$ cat src/rtl/key_pkg.sv
// Shared defaults and per-channel action encoding for the push-button debouncer.
package key_pkg;

    localparam int KEY_NUM_KEYS_DEF = 2;
    localparam int KEY_CNT_W_DEF    = 20;
    localparam int KEY_DB_COUNT_DEF = 1000000;

    typedef enum logic [1:0] {
        CH_HOLD   = 2'd0,
        CH_COUNT  = 2'd1,
        CH_ACCEPT = 2'd2
    } ch_state_e;

endpackage

$ cat src/rtl/key_debounce_ch.sv
// One debounce channel: 2-flop synchronizer, stability counter, accepted level.
// Rising-edge pulse register exists only when KEY_DEBOUNCE_RISE_EN is defined.
//
// state     | meaning
// CH_HOLD   | sample matches accepted level, counter held at 0
// CH_COUNT  | sample differs, counter still below terminal count
// CH_ACCEPT | sample differed for DB_COUNT cycles, level loads the sample
module key_debounce_ch
    import key_pkg::*;
#(
    parameter int CNT_W    = KEY_CNT_W_DEF,
    parameter int DB_COUNT = KEY_DB_COUNT_DEF
) (
    input  logic clk,
    input  logic reset,
    input  logic key_raw,
    output logic key_lvl,
    output logic key_rise
);

    localparam logic [CNT_W-1:0] CNT_MAX = CNT_W'(DB_COUNT - 1);

    logic             r_sync1;
    logic             r_sync2;
    logic [CNT_W-1:0] r_cnt;
    logic             r_lvl;
    ch_state_e        w_state;

    always_ff @(posedge clk or posedge reset) begin
        if (reset) begin
            r_sync1 <= 1'b0;
            r_sync2 <= 1'b0;
        end else begin
            r_sync1 <= key_raw;
            r_sync2 <= r_sync1;
        end
    end

    always_comb begin
        w_state = CH_HOLD;
        if (r_sync2 != r_lvl) begin
            w_state = (r_cnt == CNT_MAX) ? CH_ACCEPT : CH_COUNT;
        end
    end

    // Counter only runs while the sample disagrees, so it can never pass CNT_MAX.
    always_ff @(posedge clk or posedge reset) begin
        if (reset) begin
            r_cnt <= '0;
            r_lvl <= 1'b0;
        end else begin
            case (w_state)
                CH_COUNT:  r_cnt <= r_cnt + CNT_W'(1);
                CH_ACCEPT: begin
                    r_cnt <= '0;
                    r_lvl <= r_sync2;
                end
                default:   r_cnt <= '0;
            endcase
        end
    end

    assign key_lvl = r_lvl;

`ifdef KEY_DEBOUNCE_RISE_EN
    logic r_rise;

    always_ff @(posedge clk or posedge reset) begin
        if (reset) begin
            r_rise <= 1'b0;
        end else begin
            r_rise <= (w_state == CH_ACCEPT) && r_sync2;
        end
    end

    assign key_rise = r_rise;
`else
    assign key_rise = 1'b0;
`endif

endmodule

$ cat src/rtl/key_debounce.sv
// Multi-key push-button debouncer; one independent key_debounce_ch per key.
// Define KEY_DEBOUNCE_RISE_EN to enable the key_rise edge pulses.
module key_debounce
    import key_pkg::*;
#(
    parameter int NUM_KEYS = KEY_NUM_KEYS_DEF,
    parameter int CNT_W    = KEY_CNT_W_DEF,
    parameter int DB_COUNT = KEY_DB_COUNT_DEF
) (
    input  logic                clk,
    input  logic                reset,
    input  logic [NUM_KEYS-1:0] key_raw,
    output logic [NUM_KEYS-1:0] key_lvl,
    output logic [NUM_KEYS-1:0] key_rise
);

    for (genvar g = 0; g < NUM_KEYS; g++) begin : g_ch
        key_debounce_ch #(
            .CNT_W    (CNT_W),
            .DB_COUNT (DB_COUNT)
        ) u_ch (
            .clk      (clk),
            .reset    (reset),
            .key_raw  (key_raw[g]),
            .key_lvl  (key_lvl[g]),
            .key_rise (key_rise[g])
        );
    end

endmodule

$ cat config.mk
export PLATFORM = sky130hd
export DESIGN_NAME = key_debounce
export DESIGN_NICKNAME = d
export VERILOG_FILES = /design/src/rtl/key_pkg.sv /design/src/rtl/key_debounce_ch.sv /design/src/rtl/key_debounce.sv
export SDC_FILE = /design/constraint.sdc
export NUM_CORES = 1
export LEC_CHECK = 0
export BUFFER_PORTS_ARGS = -buffer_cell sky130_fd_sc_hd__buf_2
export CAP_MARGIN = 20
export CORE_MARGIN = 2
export CORE_UTILIZATION = 60
export CTS_CLUSTER_DIAMETER = 50
export DETAILED_ROUTE_END_ITERATION = 10
export GPL_TIMING_DRIVEN = 0
export PLACE_DENSITY_LB_ADDON = 0.05
export SYNTH_ARGS = -nofsm -noshare
export SYNTH_HDL_FRONTEND = slang
export SYNTH_HIERARCHICAL = 1
export SYNTH_SLANG_ARGS = --single-unit
$ cat constraint.sdc
create_clock -name clk -period 2.3 [get_ports clk]
set_input_delay 0.23 -clock clk [delete_from_list [all_inputs] [get_ports clk]]
set_output_delay 0.23 -clock clk [all_outputs]
set_load 0.03 [all_outputs]
## Word-level counts from Yosys, hierarchy flattened

Index checks and enable logic that the tools add are counted.

| word-level totals | value |
|---|---|
| word-level logic and storage cells | 24 |
| output and inout bits | 4 |
| register bits after elaboration | 46 |
| input port bits | 4 |

| operators by class | value |
|---|---|
| muxes and demuxes | 6 |
| equality and inequality tests | 8 |
| add/subtract/negate cells | 2 |

Operator list:

| kind | number |
|---|---|
| $add A20 B1 Y20 const B | 2 |
| $eq A20 B20 Y1 const B | 2 |
| $mux W20 | 2 |
| $mux W2 | 4 |
| $eq A2 B1 Y1 const B | 2 |
| $eq A2 B2 Y1 const B | 2 |
| $ne A1 B1 Y1 | 2 |

## Logic depth before layout (Yosys ltp)

Gate-level depths: netlist of the first run.

| depth | value |
|---|---|
| word-level depth | 5 |
| gate-level depth with buffers | 6 |
| gate-level depth less buffers | 5 |

## Hierarchy

Netlist of the first run, hierarchy kept.

Modules (own cells, without submodules):

| module | cells each | sequential area each (µm²) | area each (µm²) | instances |
|---|---|---|---|---|
| key_debounce_ch | 111 | 575.6 | 1118.6 | 2 |

## Worst setup path before layout of the first run

OpenSTA, ideal clock, no wires.

| path | value |
|---|---|
| path kind | reg-to-reg |
| start | register g_ch[0].u_ch.r_cnt[0] |
| end | register g_ch[0].u_ch.r_cnt[10] |
| library setup time | 121 ps |
| setup slack | 551 ps |
| cell stages (with the launch flop) | 7 |
| data required time | 2179 ps |
| arrival | 1627 ps |
| buffers on the path | 1 |
| clock period less this slack | 1749 ps |
| path through | dfrtp_1 -> ha_1 -> and3_1 -> nand3_1 -> o31ai_4 -> buf_2 -> nor2_1 |

| between the ends | value |
|---|---|
| longest elaborated chain between the ends | 5 |
| elaborated cells on any way between the ends | 6 |
| classes of those cells | 1 x add/sub; 2 x eq/ne; 3 x mux |

RTL lines:

| what | line | source |
|---|---|---|
| from (decl) | key_debounce_ch.sv:25 | `logic [CNT_W-1:0] r_cnt;` |
| from (signal assigned) | key_debounce_ch.sv:53 | `CH_COUNT: r_cnt <= r_cnt + CNT_W'(1);` |
| parallel branches: the longest is 4 deep, another holds $add A20 B1 Y20 | -- |  |
| $mux W20 (*) | key_debounce_ch.sv:52 | `case (w_state)` |

Mark *: on every way between the ends.
A chain may end at the register's enable or synchronous reset.

## Final worst setup path of the first run

Ends and elaborated chain as after synthesis.

==> qor.yml, run 1 <==
run_status:
  outcome: "completed"
cells_and_area:
  diodes: 0
  fin_area_um2: 2399
  drive_above_1_share: 0.1026
  layout.nets: 240
  final_core_util: 0.6601
  area_growth_pct: 7.215
routing:
  drt-vias-per-instance: 5.645
  wl_per_cell_um: 13.40
  drcViolationCount: 0
  drtIter0Drc: 86
  drt_pass1_iterations: 4
  finalWirelength_um: 3779
  num_vias: 1592
  ant_nets: 0
clock_network:
  path_clk_slew_ns: 0.08
  post_cts_resized: 0
  postCtsHoldBufs: 0
  cts_tree: "done"
  post_cts_buffers: 0
  clock_latency_ns: 0.30
  cts.sinks: 46
  cts_root_buf: "clkbuf_8"
  clockBufferDepth: 2
  cts-htree-levels: 2
  cts_made_buffers: 5
min_path:
  holdPathEnd: "g_ch[1].u_ch/r_sync1"
  hp-class: "input port to flop"
  hp-start: "key_raw[1]"
  holdPathStages: 1
sta:
  whs_ns: 0.04309
  min_period_ns: 2.074
  drv_slew: 0
  relSlewSlack: 0.4318
  final-hold-violation-count: 0
  final.setup.worst_slack_ns: 0.2264
  max_freq_mhz: 482.3
  max_slew.worst_pin.slew_ns: 0.8514
  setup_tns_ns: 0
  period_share: 0.9016
  setup_violations: 0
  finClkSkew_ns: 0.006854
  rsz0062_at_grt: "no"
setup_path:
  criticalPathCategory: "flop to flop"
  cp.required_ns: 2.48
  worst_setup_path_start_kind: "flop"
  critPathMaxFanout: 10
  max_stage_delay_ns: 0.52
  end_kind: "flop"
  reg2reg_slack_ns: 0.23
  regToRegEndpoint: "g_ch[0].u_ch/r_cnt[10]"
  rr_startpoint: "g_ch[0].u_ch/r_cnt[0]"
  slowest_stage: "o31ai_4"
  r2r_cells: 6
  crit_chain: "ha_1 -> and3_1 -> nand3_1 -> o31ai_4 -> buf_2 -> nor2_1"
  arrival_ns: 2.25
floorplan:
  start_util: 0.6157
  die_y_um: 65.06
  io_pins: 8
  num_rows: 22
  dieArea_um2: 4233
  fp.dieW_um: 65.06
  core_um2: 3633
logic_synthesis:
  synth_edf_count: 0
  synth_cell_types: 27
  synthFlopType: "dfrtp_1"
  yosysTopAreaCellShare: 0.5145
  ys_seq_area_frac: 0.5145
  synthesis.area_um2: 2237
  yosysWarnings: 6
  synth_cells: 222
  synth-seq-cells: 46
  synth-async-reset-ratio: 1.000
  synth.area.top_cells: "dfrtp_1, xnor2_1, nor2_1, nand3_1, nor4_1"
  avgSynthCellArea_um2: 10.08
  synth_top_area_cell: "dfrtp_1"
  synth_nets: 228
power:
  seqPwrFrac: 0.621
  power_density_nw_per_um2: 557.7
  vdd_drop_max_mv: 0.2988
  switching_share: 0.2178
  leakage_nw: 0.9675
  p_comb_frac: 0.043
  pwr-share-clk: 0.336
  internal-power_mw: 1.046
  netSwitchingPower_uw: 291.3
job:
  cap_violations: 0
place:
  place_ws_ns: 0.2422
  place_area_um2: 2322
  io_buffer_count: 5
  gp_congestion: 0.8873
  dpl.hpwl_um: 2742
global_routing:
  grt_pass1_wl_um: 6844
  grt_pass1_vias: 1555
  antenna_found_initial: 0
  grt_use_total: 0.2142
  global_route.overflow_total: 0
  grt_max_degree: 24
==> sequential cells by signal, indices dropped and copies added (netlist names) <==
register	cells
g_ch.u_ch/r_cnt	40
g_ch.u_ch/r_sync2	2
g_ch.u_ch/r_sync1	2
g_ch.u_ch/key_lvl	2
==> metrics by stage <==
step,std cells,power [mW]
finish,282,1.338
global route,282,1.410
CTS,282,1.361
detailed placement,275,0.9049
global placement,275,0.9019
floorplan,222,0.8893
==> cell type report <==
class                      count  area, um2
sequential                    46       1151
fill                         319       1235
inverter                      14      52.55
buffer                         6      35.03
clock buffer                   7      76.32
timing repair buffer           5      25.02
multi-input combinational    156      998.5
tap                           48      60.06
==> critical path: cells and delay by family, from the launching register on <==
kind / cells / cell delay [ns]
buf+inv: 1 / 0.32
fa+ha+maj: 1 / 0.21
flops: 1 / 0.39
simple gates: 3 / 0.50
compound gates: 1 / 0.52
==> worst max-delay path by stage <==
stage | depth (start not counted) | slack [ns] | to | start
2_1_floorplan | 6 | 0.55 | g_ch[0].u_ch/r_cnt[10] | g_ch[0].u_ch/r_cnt[0]
3_3_place_gp | 6 | 0.27 | g_ch[1].u_ch/r_cnt[9] | g_ch[1].u_ch/r_cnt[0]
3_5_place_dp | 6 | 0.24 | g_ch[0].u_ch/r_cnt[10] | g_ch[0].u_ch/r_cnt[0]
4_1_cts | 6 | 0.22 | g_ch[0].u_ch/r_cnt[10] | g_ch[0].u_ch/r_cnt[0]
5_1_grt | 6 | 0.05 | g_ch[1].u_ch/r_cnt[10] | g_ch[1].u_ch/r_cnt[0]
6_report | 6 | 0.23 | g_ch[0].u_ch/r_cnt[10] | g_ch[0].u_ch/r_cnt[0]
==> synthesized netlist by cell type (4+ instances only) <==
| cell type | instances |
|---|---|
| or4_1 | 4 |
| xnor2_1 | 24 |
| inv_1 | 14 |
| a21oi_1 | 8 |
| nand2_1 | 6 |
| dfrtp_1 | 46 |
| o31ai_1 | 4 |
| nor3_1 | 6 |
| nor4_1 | 10 |
| nor2_1 | 40 |
| xor2_1 | 6 |
| nand4_1 | 8 |
| nand3_1 | 14 |
| or3_1 | 6 |
==> power groups by stage <==
stage          clock network [mW]  registers, mW  logic [mW]
2_1_floorplan                   0          0.844      0.0452
3_3_place_gp                    0          0.846      0.0562
3_5_place_dp                    0          0.846      0.0586
4_1_cts                     0.472          0.830      0.0589
5_1_grt                     0.511          0.833      0.0662
6_report                    0.450          0.830      0.0573
==> cell usage in the layout (no fill, tap or decap) <==
master,instances
and3_1,2
or2_2,2
mux2i_1,2
dfrtp_1,46
nor3_1,6
mux2_2,2
clkbuf_8,5
nand3_1,14
nand4_4,2
xnor2_1,24
or4_1,4
or3_1,6
nor2_1,40
o21ai_0,2
xor2_1,6
o31ai_4,2
inv_1,14
nand2_1,6
clkbuf_1,2
conb_1,2
o31ai_1,4
nand4_1,8
nor4_1,10
ha_1,2
clkbuf_2,2
buf_4,2
nor4b_1,2
a21oi_1,8
buf_2,7
==> per-layer routing <==
| metal | global-route usage | vias up | share of wire |
|---|---|---|---|
| li1 | - | 782 | - |
| met1 | 0.2837 | 769 | 0.48 |
| met2 | 0.3351 | 33 | 0.46 |
| met3 | 0.04340 | 8 | 0.038 |
| met4 | 0.1094 | 0 | 0.021 |
| met5 | 0 | - | 0 |
==> kinds of logic (layout without fill, tap and decap cells) <==
group                    after synthesis  after routing  share of synthesized area
AO/OA/AOI/OAI                         16             16                    0.05481
other                                  2              2                   0.003357
AND/OR/NAND/NOR                      102            102                     0.2405
adder cells (fa/ha/maj)                2              2                    0.01118
XOR/XNOR                              30             30                     0.1174
flip-flops                            46             46                     0.5145
multiplexers                           4              4                    0.01902
buffers and inverters                 20             32                    0.03915
(Power assumes the default switching activity.)
==> run 2: changes to the inputs <==
--- a/config.mk
+++ b/config.mk
@@ -5,7 +5,7 @@
 export SDC_FILE = /design/constraint.sdc
 export NUM_CORES = 1
 export LEC_CHECK = 0
-export BUFFER_PORTS_ARGS = -buffer_cell sky130_fd_sc_hd__buf_2
+export BUFFER_PORTS_ARGS = -buffer_cell sky130_fd_sc_hd__clkbuf_2
 export CAP_MARGIN = 20
 export CORE_MARGIN = 2
 export CORE_UTILIZATION = 60
==> run 2 against run 1 <==
Compared with the run above:
- via count shrank 2.1%
- critical path depth did not move
- first-iteration DRC count up 17%
- routed wire length down 0.69%
- cell count unchanged
- flip-flop and latch count stayed put
- critical endpoint unchanged
==> qor.yml, run 2 (same netlist as run 1, synthesis figures left out) <==
global_routing:
  grt_max_degree: 24  # unchanged
  grt_pass1_vias: 1563  # +0.51%
  grt_use_total: 0.2204  # +0.006229
  global_route.overflow_total: 0  # unchanged
  antenna_found_initial: 0  # unchanged
  grt_pass1_wl_um: 7107  # +3.8%
routing:
  drt_pass1_iterations: 5  # +1
  ant_nets: 0  # unchanged
  drt-vias-per-instance: 5.528  # -2.1%
  finalWirelength_um: 3753  # -0.69%
  drcViolationCount: 0  # unchanged
  wl_per_cell_um: 13.31  # -0.69%
  drtIter0Drc: 101  # +17%
  num_vias: 1559  # -2.1%
setup_path:
  end_kind: "flop"
  cp.required_ns: 2.48  # about the same
  criticalPathCategory: "flop to flop"
  reg2reg_slack_ns: 0.22  # about the same
  worst_setup_path_start_kind: "flop"
  critPathMaxFanout: 10  # unchanged
  arrival_ns: 2.26  # about the same
sta:
  whs_ns: 0.04608  # +0.002990 ns
  period_share: 0.9052  # +0.003615
  drv_slew: 0  # unchanged
  rsz0062_at_grt: "no"
  max_freq_mhz: 480.3  # -0.40%
  max_slew.worst_pin.slew_ns: 0.8512  # -0.0002096 ns
  min_period_ns: 2.082  # +0.008315 ns
  relSlewSlack: 0.4319  # about the same
  setup_tns_ns: 0  # unchanged
  final.setup.worst_slack_ns: 0.2181  # -0.008315 ns
  finClkSkew_ns: 0.003849  # -0.003005 ns
  final-hold-violation-count: 0  # unchanged
  setup_violations: 0  # unchanged
clock_network:
  cts_root_buf: "clkbuf_8"
  clock_latency_ns: 0.29  # about the same
  postCtsHoldBufs: 0  # unchanged
  cts-htree-levels: 2  # unchanged
  path_clk_slew_ns: 0.07  # about the same
  cts.sinks: 46  # unchanged
  cts_tree: "done"
  cts_made_buffers: 5  # unchanged
  post_cts_resized: 0  # unchanged
  clockBufferDepth: 2  # unchanged
  post_cts_buffers: 0  # unchanged
floorplan:
  start_util: 0.6157  # unchanged
  die_y_um: 65.06  # unchanged
  num_rows: 22  # unchanged
  io_pins: 8  # unchanged
  fp.dieW_um: 65.06  # unchanged
  dieArea_um2: 4233  # unchanged
  core_um2: 3633  # unchanged
cells_and_area:
  fill_cells: 320  # +0.31%
  diodes: 0  # unchanged
  fin_area_um2: 2399  # unchanged
  final_core_util: 0.6601  # unchanged
  drive_above_1_share: 0.1026  # unchanged
  final_common_cell: "dfrtp_1"
  area_growth_pct: 7.215  # unchanged
  largest_register_ffs: 40  # unchanged
  layout_common_cells: "dfrtp_1, nor2_1, xnor2_1, nand3_1, inv_1"
  top_register: "g_ch.u_ch/r_cnt"
  layout.nets: 240  # unchanged
place:
  io_buffer_count: 5  # unchanged
  dpl.hpwl_um: 2717  # -0.93%
  place_area_um2: 2322  # unchanged
  gp_congestion: 0.8875  # about the same
  place_ws_ns: 0.2306  # -0.01154 ns
power:
  leakage_nw: 0.9662  # -0.13%
  power_density_nw_per_um2: 556.0  # -0.30%
  vdd_drop_max_mv: 0.2892  # -3.2%
run_status:
  outcome: "completed"
job:
  cap_violations: 0  # unchanged
min_path:
  hp-class: "input port to flop"
## run 2: changes by cell type in the layout (fill, tap and decap cells not counted), sizes merged
cell,previous run,this run
buf,9,4
clkbuf,9,14
## run 2: path summary, 6_finish.rpt
path	end	start	cells past startpoint
worst max-delay path	g_ch[0].u_ch/r_cnt[10]	g_ch[0].u_ch/r_cnt[0]	6
worst min-delay path	g_ch[1].u_ch/r_sync1	key_raw[1]	1
worst max register to register	g_ch[0].u_ch/r_cnt[10]	g_ch[0].u_ch/r_cnt[0]	6
worst min register to register	g_ch[0].u_ch/r_sync2	g_ch[0].u_ch/r_sync1	0
max in group asynchronous	g_ch[0].u_ch/r_cnt[7]	reset	2
min in group asynchronous	g_ch[1].u_ch/r_sync1	reset	2
## run 2: area by class of cell
| type | instances | area, um2 | share of cell area |
|---|---|---|---|
| sequential | 46 | 1151 | 0.4799 |
| multi-input combinational | 156 | 998.5 | 0.4163 |
| clock buffer | 7 | 76.32 | 0.03182 |
| tap | 48 | 60.06 | 0.02504 |
| inverter | 14 | 52.55 | 0.02191 |
| buffer | 6 | 35.03 | 0.01461 |
| timing repair buffer | 5 | 25.02 | 0.01043 |
## run 2: where the power goes
part	internal, mW	switching, mW
logic	0.0167	0.0406
registers	0.820	0.0100
clock network	0.209	0.237
total	1.05	0.287
## run 2: through the flow
stage	cells	total power, mW
global placement	275	0.9020
global route	282	1.406
floorplan	222	0.8893
CTS	282	1.361
detailed placement	275	0.9047
finish	282	1.334
## run 2: critical path, cell delays in order (launching register included)
cell     delay, ns
dfrtp_1       0.39
ha_1          0.21
and3_1        0.20
nand3_1       0.21
o31ai_4       0.54
buf_2         0.32
nor2_1        0.08
## run 2: layer usage
| layer | wire length (um) | up-vias | global-route usage |
|---|---|---|---|
| met5 | 0 | - | 0 |
| met4 | 46 | 0 | 0.07813 |
| met3 | 151 | 4 | 0.05729 |
| met2 | 1751 | 30 | 0.3351 |
| met1 | 1804 | 740 | 0.3079 |
| li1 | - | 785 | - |
